[src/rtl/wb_arbiter_pkg.sv]
// Shared definitions for the writeback arbiter: source encodings, the
// queued entry layout and the PC step that LS results always carry.
package wb_arbiter_pkg;

    // wb_src encoding
    localparam logic WB_SRC_ALU = 1'b0;
    localparam logic WB_SRC_LS  = 1'b1;

    // LS results never redirect the PC, so they carry the sequential step.
    localparam int DEFAULT_PC_STEP = 4;

    // Default field widths of one queued writeback entry.
    localparam int WB_POS_W  = 4;
    localparam int WB_RD_W   = 5;
    localparam int WB_DATA_W = 32;
    localparam int WB_ADDR_W = 32;

    // Queued entry, packed as {pos, rd, value, offset} (pos in the MSBs).
    typedef struct packed {
        logic [WB_POS_W-1:0]  pos;
        logic [WB_RD_W-1:0]   rd;
        logic [WB_DATA_W-1:0] value;
        logic [WB_ADDR_W-1:0] offset;
    } wb_entry_t;

    localparam int WB_ENTRY_W = $bits(wb_entry_t);

endpackage

[src/rtl/wb_fifo.sv]
// Small synchronous FIFO holding pending writeback entries for one source.
// Push and pop are qualified by the caller; count is the live occupancy.
module wb_fifo
    import wb_arbiter_pkg::*;
#(
    parameter int DEPTH = 2,
    parameter int WIDTH = WB_ENTRY_W,
    localparam int PTR_W = $clog2(DEPTH),
    localparam int CNT_W = PTR_W + 1
) (
    input  logic             clk,
    input  logic             rst,
    input  logic             push,
    input  logic             pop,
    input  logic [WIDTH-1:0] din,
    output logic [WIDTH-1:0] head,
    output logic [CNT_W-1:0] count
);

    logic [WIDTH-1:0] mem [DEPTH];
    logic [PTR_W-1:0] rd_ptr;
    logic [PTR_W-1:0] wr_ptr;

    // Storage write; contents need no reset because count gates their use.
    always_ff @(posedge clk) begin
        if (push) begin
            mem[wr_ptr] <= din;
        end
    end

    // Pointer and occupancy update; pointers wrap naturally (DEPTH is a power of 2).
    always_ff @(posedge clk) begin
        if (rst) begin
            rd_ptr <= '0;
            wr_ptr <= '0;
            count  <= '0;
        end else begin
            if (push) begin
                wr_ptr <= wr_ptr + 1'b1;
            end
            if (pop) begin
                rd_ptr <= rd_ptr + 1'b1;
            end
            case ({push, pop})
                2'b10:   count <= count + 1'b1;
                2'b01:   count <= count - 1'b1;
                default: count <= count;
            endcase
        end
    end

    assign head = mem[rd_ptr];

endmodule

[src/rtl/wb_arbiter.sv]
// Writeback arbiter: queues ALU and LS results in per-source FIFOs and
// drains one entry per cycle onto the registered writeback broadcast bus.
//
// Handshake: a source transfers an entry on a cycle where valid && ready at
// the rising edge; ready depends only on registered occupancy (and rst), never
// on the same-cycle pop, so a full FIFO refuses even while it is draining.
module wb_arbiter
    import wb_arbiter_pkg::*;
#(
    parameter int SB_SIZE_WIDTH = 4,
    parameter int REG_WIDTH     = 5,
    parameter int DATA_WIDTH    = 32,
    parameter int ADDR_WIDTH    = 32,
    parameter int Q_DEPTH       = 2,
    parameter int ALU_PRIORITY  = 0,
    parameter int STARVE_LIMIT  = 3
) (
    input  logic                     clk,
    input  logic                     rst,
    input  logic                     alu_valid,
    output logic                     alu_ready,
    input  logic [SB_SIZE_WIDTH-1:0] alu_pos,
    input  logic [REG_WIDTH-1:0]     alu_rd,
    input  logic [DATA_WIDTH-1:0]    alu_value,
    input  logic [ADDR_WIDTH-1:0]    alu_offset,
    input  logic                     ls_valid,
    output logic                     ls_ready,
    input  logic [SB_SIZE_WIDTH-1:0] ls_pos,
    input  logic [REG_WIDTH-1:0]     ls_rd,
    input  logic [DATA_WIDTH-1:0]    ls_value,
    output logic                     wb_valid,
    output logic                     wb_src,
    output logic [SB_SIZE_WIDTH-1:0] wb_pos,
    output logic [REG_WIDTH-1:0]     wb_rd,
    output logic [DATA_WIDTH-1:0]    wb_value,
    output logic [ADDR_WIDTH-1:0]    wb_offset
);

    localparam int ENTRY_W  = SB_SIZE_WIDTH + REG_WIDTH + DATA_WIDTH + ADDR_WIDTH;
    localparam int CNT_W    = $clog2(Q_DEPTH) + 1;
    localparam int STARVE_W = (STARVE_LIMIT < 1) ? 1 : $clog2(STARVE_LIMIT + 1);
    localparam logic [CNT_W-1:0]    Q_FULL     = CNT_W'(Q_DEPTH);
    localparam logic [STARVE_W-1:0] STARVE_MAX = STARVE_W'(STARVE_LIMIT);

    // Field positions inside a packed {pos, rd, value, offset} entry.
    localparam int VAL_LSB = ADDR_WIDTH;
    localparam int RD_LSB  = VAL_LSB + DATA_WIDTH;
    localparam int POS_LSB = RD_LSB + REG_WIDTH;

    logic [CNT_W-1:0]   alu_count, ls_count;
    logic [ENTRY_W-1:0] alu_head, ls_head, sel_entry;
    logic               alu_push, ls_push, alu_pop, ls_pop;
    logic               alu_nonempty, ls_nonempty;
    logic               grant_valid, grant;
    logic               last_grant;
    logic [STARVE_W-1:0] starve_cnt;
    logic [REG_WIDTH-1:0] sel_rd;

    assign alu_ready = !rst && (alu_count < Q_FULL);
    assign ls_ready  = !rst && (ls_count < Q_FULL);
    assign alu_push  = alu_valid && alu_ready;
    assign ls_push   = ls_valid && ls_ready;

    assign alu_nonempty = (alu_count != '0);
    assign ls_nonempty  = (ls_count != '0);

    wb_fifo #(.DEPTH(Q_DEPTH), .WIDTH(ENTRY_W)) u_alu_fifo (
        .clk   (clk),
        .rst   (rst),
        .push  (alu_push),
        .pop   (alu_pop),
        .din   ({alu_pos, alu_rd, alu_value, alu_offset}),
        .head  (alu_head),
        .count (alu_count)
    );

    wb_fifo #(.DEPTH(Q_DEPTH), .WIDTH(ENTRY_W)) u_ls_fifo (
        .clk   (clk),
        .rst   (rst),
        .push  (ls_push),
        .pop   (ls_pop),
        .din   ({ls_pos, ls_rd, ls_value, ADDR_WIDTH'(DEFAULT_PC_STEP)}),
        .head  (ls_head),
        .count (ls_count)
    );

    // Pick the source to drain this cycle from pre-push FIFO occupancy.
    always_comb begin
        grant_valid = alu_nonempty || ls_nonempty;
        grant       = WB_SRC_ALU;
        if (alu_nonempty && ls_nonempty) begin
            if (ALU_PRIORITY == 0) begin
                grant = ~last_grant;
            end else begin
                grant = (starve_cnt == STARVE_MAX) ? WB_SRC_LS : WB_SRC_ALU;
            end
        end else if (ls_nonempty) begin
            grant = WB_SRC_LS;
        end
    end

    assign alu_pop   = grant_valid && (grant == WB_SRC_ALU);
    assign ls_pop    = grant_valid && (grant == WB_SRC_LS);
    assign sel_entry = (grant == WB_SRC_LS) ? ls_head : alu_head;
    assign sel_rd    = sel_entry[RD_LSB +: REG_WIDTH];

    // Register the broadcast and track fairness state; x0 writes broadcast value 0.
    always_ff @(posedge clk) begin
        if (rst) begin
            wb_valid   <= 1'b0;
            wb_src     <= 1'b0;
            wb_pos     <= '0;
            wb_rd      <= '0;
            wb_value   <= '0;
            wb_offset  <= '0;
            last_grant <= WB_SRC_LS;
            starve_cnt <= '0;
        end else begin
            if (grant_valid) begin
                wb_valid   <= 1'b1;
                wb_src     <= grant;
                wb_pos     <= sel_entry[POS_LSB +: SB_SIZE_WIDTH];
                wb_rd      <= sel_rd;
                wb_value   <= (sel_rd == '0) ? '0 : sel_entry[VAL_LSB +: DATA_WIDTH];
                wb_offset  <= sel_entry[0 +: ADDR_WIDTH];
                last_grant <= grant;
            end else begin
                wb_valid <= 1'b0;
            end
            if (!ls_nonempty || ls_pop) begin
                starve_cnt <= '0;
            end else if (starve_cnt != STARVE_MAX) begin
                starve_cnt <= starve_cnt + 1'b1;
            end
        end
    end

endmodule

[config.mk]
export PLATFORM = sky130hd
export DESIGN_NAME = wb_arbiter
export DESIGN_NICKNAME = d
export VERILOG_FILES = /design/src/rtl/wb_arbiter_pkg.sv /design/src/rtl/wb_fifo.sv /design/src/rtl/wb_arbiter.sv
export SDC_FILE = /design/constraint.sdc
export NUM_CORES = 1
export LEC_CHECK = 0
export BUFFER_PORTS_ARGS = -buffer_cell sky130_fd_sc_hd__clkbuf_2
export CAP_MARGIN = 5
export CORE_MARGIN = 1.5
export CORE_UTILIZATION = 45
export CTS_CLUSTER_SIZE = 20
export DETAILED_ROUTE_END_ITERATION = 10
export HOLD_SLACK_MARGIN = 0.02
export PLACE_DENSITY = 0.69
export SYNTH_ARGS = -nofsm -noshare
export SYNTH_HDL_FRONTEND = slang
export SYNTH_SLANG_ARGS = --single-unit
[constraint.sdc]
create_clock -name clk -period 4.16 [get_ports clk]
set_input_delay 0.416 -clock clk [delete_from_list [all_inputs] [get_ports clk]]
set_output_delay 0.416 -clock clk [all_outputs]
set_load 0.01 [all_outputs]
**After elaboration in Yosys (flattened, before gate mapping)**

Memory sizes are Yosys's and may differ from the RTL's. A register that Yosys moved wholly into a read port is not among the register bits.
Index checks and enable logic that the tools add are counted.

- Add/sub/neg operators: 8
- $mul: 0
- Divide/modulo/power cells: 0
- Order comparisons: 2
- Equality and inequality tests: 4
- Shift operators: 0
- Multiplexer cells: 15
- Bitwise operators: 2
- Reductions and logical operators: 14

Operators with widths:

| operator | count |
|---|---|
| $mux W73 | 1 |
| $mux W32 | 1 |
| $mux W1 | 11 |
| $pmux W2 S2 | 2 |
| $reduce_bool A2 Y1 | 4 |
| $logic_and A1 B1 Y1 | 7 |
| $logic_not A5 Y1 | 1 |
| $add A1 B1 Y1 const B | 4 |
| $add A2 B1 Y2 const B | 2 |
| $eq A2 B1 Y1 const B | 2 |
| $eq A2 B2 Y1 const B | 2 |
| $lt A2 B2 Y1 const B | 2 |
| $sub A2 B1 Y2 const B | 2 |
| $not A1 Y1 | 2 |
| $logic_not A1 Y1 | 1 |
| $logic_or A1 B1 Y1 | 1 |

- Bits in registers: 84
- Bits in latches: 0
- Bits in writable memories: 228
- Memory bits (read-only): 0
- Input port bits: 118
- Memories: 2

Memories:

| memory | words | bits a word | read ports | clocked after Yosys merged registers in | wr ports | RTL line | RTL |
|---|---|---|---|---|---|---|---|
| u_alu_fifo.mem | 2 | 73 | 1 | 1 | 1 | wb_fifo.sv:20 | `logic [WIDTH-1:0] mem [DEPTH];` |
| u_ls_fifo.mem | 2 | 41 | 1 | 1 | 1 | wb_fifo.sv:20 |  |

**Longest topological paths before layout**

- Word-level depth: 7
- Depth in mapped cells: 9
- Mapped depth without buffers: 7

**By module**

A second synthesis with hierarchy kept.

- Cell total of the unflattened synthesis: 857
- Area, all modules: 14166.1 um^2

By module, submodules not included:

| module | instances | cells an instance | area each (um^2) |
|---|---|---|---|
| wb_fifo | 2 | 247 | 5485.3 |
| wb_arbiter | 1 | 363 | 3195.6 |

**Least setup slack after synthesis**

Ideal clock, no wire load.

- Path type: input -> register
- Start point: input port rst
- End point: memory u_alu_fifo.mem[0][0] (netlist name), enable pin
- Setup time: 505 ps
- Data arrival time: 4007 ps
- Path slack: -352 ps
- Stages: 4
- Buffers on the path: 1
- Cells stage by stage: clkbuf_1 nor2_1 nand2_1 nor2_1

- Cells in the longest elaborated chain, start to end: 5

RTL lines:

| element | RTL line | RTL |
|---|---|---|
| start, declared | wb_arbiter.sv:19 | `input logic rst,` |
| $logic_not A1 Y1 | wb_arbiter.sv:59 | `assign alu_ready = !rst && (alu_count < Q_FULL);` |
| $logic_and A1 B1 Y1 | wb_arbiter.sv:59 |  |
| via alu_ready | wb_arbiter.sv:21 | `output logic alu_ready,` |
| $logic_and A1 B1 Y1 | wb_arbiter.sv:61 | `assign alu_push = alu_valid && alu_ready;` |
| $mux W1 | wb_fifo.sv:26 | `if (push) begin` |
| $mux W1 (not written as such) | wb_fifo.sv:27 | `mem[wr_ptr] <= din;` |
| end, declared | wb_fifo.sv:20 |  |

The timed path passes the listed nets, and every way through them passes these cells.

**Worst setup path in the final report**

- Start point: register u_alu_fifo.count[1]
- End point: register u_ls_fifo.count[1]

- Cells in the longest elaborated chain, start to end: 6
- Elaborated cells between the ends (all ways): 9

RTL lines:

| element | RTL line | RTL |
|---|---|---|
| start, declared | wb_fifo.sv:17 | `output logic [CNT_W-1:0] count` |
| start signal, assigned | wb_fifo.sv:45 | `2'b10: count <= count + 1'b1;` |
| start signal, assigned | wb_fifo.sv:46 | `2'b01: count <= count - 1'b1;` |
| start signal, assigned | wb_fifo.sv:47 | `default: count <= count;` |
| $reduce_bool A2 Y1 (*) | wb_arbiter.sv:64 | `assign alu_nonempty = (alu_count != '0);` |
| $logic_and A1 B1 Y1 | wb_arbiter.sv:91 | `if (alu_nonempty && ls_nonempty) begin` |
| $mux W1 | wb_arbiter.sv:91 |  |
| $logic_and A1 B1 Y1 (*) | wb_arbiter.sv:103 | `assign ls_pop = grant_valid && (grant == WB_SRC_LS);` |
| $eq A2 B1 Y1 / $eq A2 B2 Y1 (equally long branches) | wb_fifo.sv:44 | `case ({push, pop})` |
| $pmux W2 S2 / $reduce_bool A2 Y1 (equally long branches) | -- |  |
| end signal, assigned | wb_fifo.sv:45 |  |
| end signal, assigned | wb_fifo.sv:46 |  |
| end signal, assigned | wb_fifo.sv:47 |  |
| end, declared | wb_fifo.sv:17 |  |

Every way passes the cells marked *; elsewhere a longest branch is shown, timed or not.
A chain may end at the register's enable or synchronous reset.

==> impl_metrics.py <==
metrics = {
    "place": {
        "place_hpwl_um": 14400,
        "post-place-ws_ns": 1.63,
        "port_buffers": 194,
        "gp_congestion": 0.767,
    },
    "detailed_routing": {
        "drc": 0,
        "drt-initial-drc-count": 311,
        "ant_nets": 0,
        "routed_wire_length_per_instance_um": 18.2,
        "num_vias": 6307,
        "drtPass1Iterations": 4,
        "wirelength_um": 22600,
        "viasPerCell": 5.07,
    },
    "synth": {
        "synth-async-reset-ratio_pct": 0,
        "ys_seq_area_share_pct": 75.1,
        "synth_cell_type_count": 39,
        "synth_top_area_cell": "edfxtp_1",
        "ys_warn_count": 0,
        "ys_ff_latch": 314,
        "syn_area_mm2": 0.0114,
        "postSynthCellCount": 688,
        "synth_area_per_cell_um2": 16.6,
        "yosys_most_used_dff": "edfxtp_1",
        "synth.top_cell.area_share_pct": 60.0,
        "syn_nets": 808,
        "yosys-top-cells-area": "edfxtp_1, dfxtp_1, mux2i_1",
        "synth-edff-count": 228,
    },
    "worst_setup_path": {
        "end_kind": "flop",
        "worstPathRequired_ns": 4.63,
        "worst_path_max_delay_cell": "and2_2",
        "crit_chain": "o21ai_2 -> and2_2 -> ha_1 -> or3_1 -> a21oi_1",
        "start_kind": "flop",
        "cp_num_buf_inv": 0,
        "slowest_delay_ns": 0.74,
        "cp_top_family": "simple AND/OR/NAND/NOR gates",
        "crit_type": "reg2reg",
        "worstPathArrival_ns": 3.02,
        "path_max_fanout": 27,
    },
    "global_route": {
        "grt_use_total_pct": 16.9,
        "grt_pass1_vias": 6149,
        "antenna_found_initial": 3,
        "grt_max_degree": 74,
        "overflow": 0,
        "grt_pass1_wl_um": 33900,
    },
    "clocking": {
        "cts.clk_slew.worst_paths_ns": 0.07,
        "clock-sinks": 314,
        "clk_latency_ns": 0.55,
        "cts_setup_buffers": 0,
        "ctsHoldBuffers": 0,
        "clockRootBuffer": "clkbuf_16",
        "cts_tree": "done",
        "clockBufferDepth": 3,
        "htree_levels": 1,
        "postCtsResizedCells": 0,
        "cts_buffers": 31,
    },
    "floorplanning": {
        "dieArea_mm2": 0.0263,
        "num_io_pins": 195,
        "rows": 58,
        "core-area_mm2": 0.0250,
        "die_h_um": 162,
        "floorplan.initialDensity_pct": 45.6,
        "dieWidth_um": 162,
    },
    "hold_path": {
        "hp-class": "in2reg",
    },
    "cells_and_area": {
        "mostFrequentLayoutCells": "edfxtp_1, clkbuf_2, mux2i_1",
        "multi_input_area_mm2": 0.00265,
        "drive_gt1_share_pct": 30.6,
        "fillers": 2007,
        "finalNetCount": 1007,
        "area_growth_pct": 20.6,
        "seqCellArea_mm2": 0.00857,
        "layout_commonest_cell": "edfxtp_1",
    },
    "timing": {
        "slew_headroom_pct": 25.4,
        "fin_ws_ns": 1.61,
        "hold_viol": 0,
        "period_needed_ns": 2.55,
        "maxSlewViolCount": 0,
        "setup_tns_ns": 0,
        "setup_viol": 0,
        "grt_setup_unrepaired": "false",
        "fin_crit_sh_pct": 61.2,
        "max_freq_mhz": 393,
        "clock_skew_ns": 0.0151,
        "tightestPinTransition_ns": 1.12,
    },
    "power": {
        "vdd_drop_max_mv": 0.355,
        "powerDensity_mw_per_mm2": 699,
        "leakage_nw": 5.06,
        "power.total_mw": 9.62,
    },
    "outcome": {
        "status": "finished, final reports clean",
    },
    "flow_run": {
        "drv_cap": 0,
    },
}
-- cell type report --
class | instances | share of cell area (%)
sequential | 314 | 62.3
multi-input combinational | 335 | 19.2
timing repair buffer | 203 | 7.55
clock buffer | 43 | 6.57
tap | 330 | 3.00
clock inverter | 15 | 1.24
inverter | 2 | 0.0546
antenna | 2 | 0.0364
-- kinds of logic (layout without fill, tap and decap cells) --
| family | count (synthesis) | after routing | share of synthesized area [%] |
|---|---|---|---|
| flip-flops | 314 | 314 | 75.1 |
| multiplexers | 145 | 145 | 12.8 |
| AO/OA/AOI/OAI | 94 | 94 | 5.88 |
| AND/OR/NAND/NOR | 86 | 86 | 3.41 |
| buffers and inverters | 39 | 263 | 1.93 |
| XOR/XNOR | 8 | 8 | 0.614 |
| adder cells (fa/ha/maj) | 2 | 2 | 0.219 |
| other | 0 | 2 | 0 |
-- state kept, by name (all words and copies together) (netlist names), 2 cells and up, named ones only --
| register | cells |
|---|---|
| u_alu_fifo.count | 2 |
| u_alu_fifo.mem | 146 |
| u_ls_fifo.count | 2 |
| u_ls_fifo.mem | 82 |
| wb_offset | 32 |
| wb_pos | 4 |
| wb_rd | 5 |
| wb_value | 32 |
-- path summary, 6_finish.rpt --
path                            slack (ns)                               to  cells after the start                        startpoint
worst max-delay path                  1.61  u_ls_fifo.count[1]$_SDFFE_PP0P_                      5  u_alu_fifo.count[1]$_SDFFE_PP0P_
worst min register to register        0.45       wb_offset[17]$_SDFFE_PP0N_                      2        wb_offset[17]$_SDFFE_PP0N_
worst min-delay path                  0.06   u_ls_fifo.mem[1][30]$_DFFE_PP_                      1                      ls_value[30]
worst max register to register        1.61  u_ls_fifo.count[1]$_SDFFE_PP0P_                      5  u_alu_fifo.count[1]$_SDFFE_PP0P_
-- per-layer routing --
layer	vias to the layer above	global-route usage, %	wire (µm)	share of wire (%)
met5	-	0	10	0.044
met4	2	5.63	579	2.6
met3	42	4.72	1540	6.8
met2	173	27.5	10800	48
met1	3058	21.9	9710	43
li1	3032	-	-	-
-- cells in the mapped netlist, drive strengths merged, types with 2 or more instances --
cell	number
nand2	43
xnor2	3
clkbuf	17
a211o	2
inv	2
and3	2
nor3b	2
or3	2
or2	3
a221oi	2
nor3	4
o22ai	2
nor2	16
mux2i	136
mux2	9
dfxtp	86
ha	2
nand3	8
buf	20
o21ai	34
xor2	5
a22o	32
edfxtp	228
a21oi	12
o211ai	8
-- power breakdown --
group | total [mW] | switching, mW | internal, mW
Clock | 2.84 | 1.13 | 1.71
Combinational | 2.55 | 1.47 | 1.08
Sequential | 4.23 | 0.327 | 3.90
Total | 9.62 | 2.93 | 6.69
-- per-stage QoR --
step           area (µm²)  utilization [%]  cells  hold slack (ns)
2_1_floorplan       11400                -    688            0.472
3_3_place_gp        12700             50.6   1184            0.437
3_5_place_dp        12700             50.6   1184            0.445
4_1_cts             13800             54.9   1242           0.0311
5_1_grt             13800             54.9   1244           0.0219
6_report            13800             54.9   1244           0.0551
(Power assumes the default switching activity.)
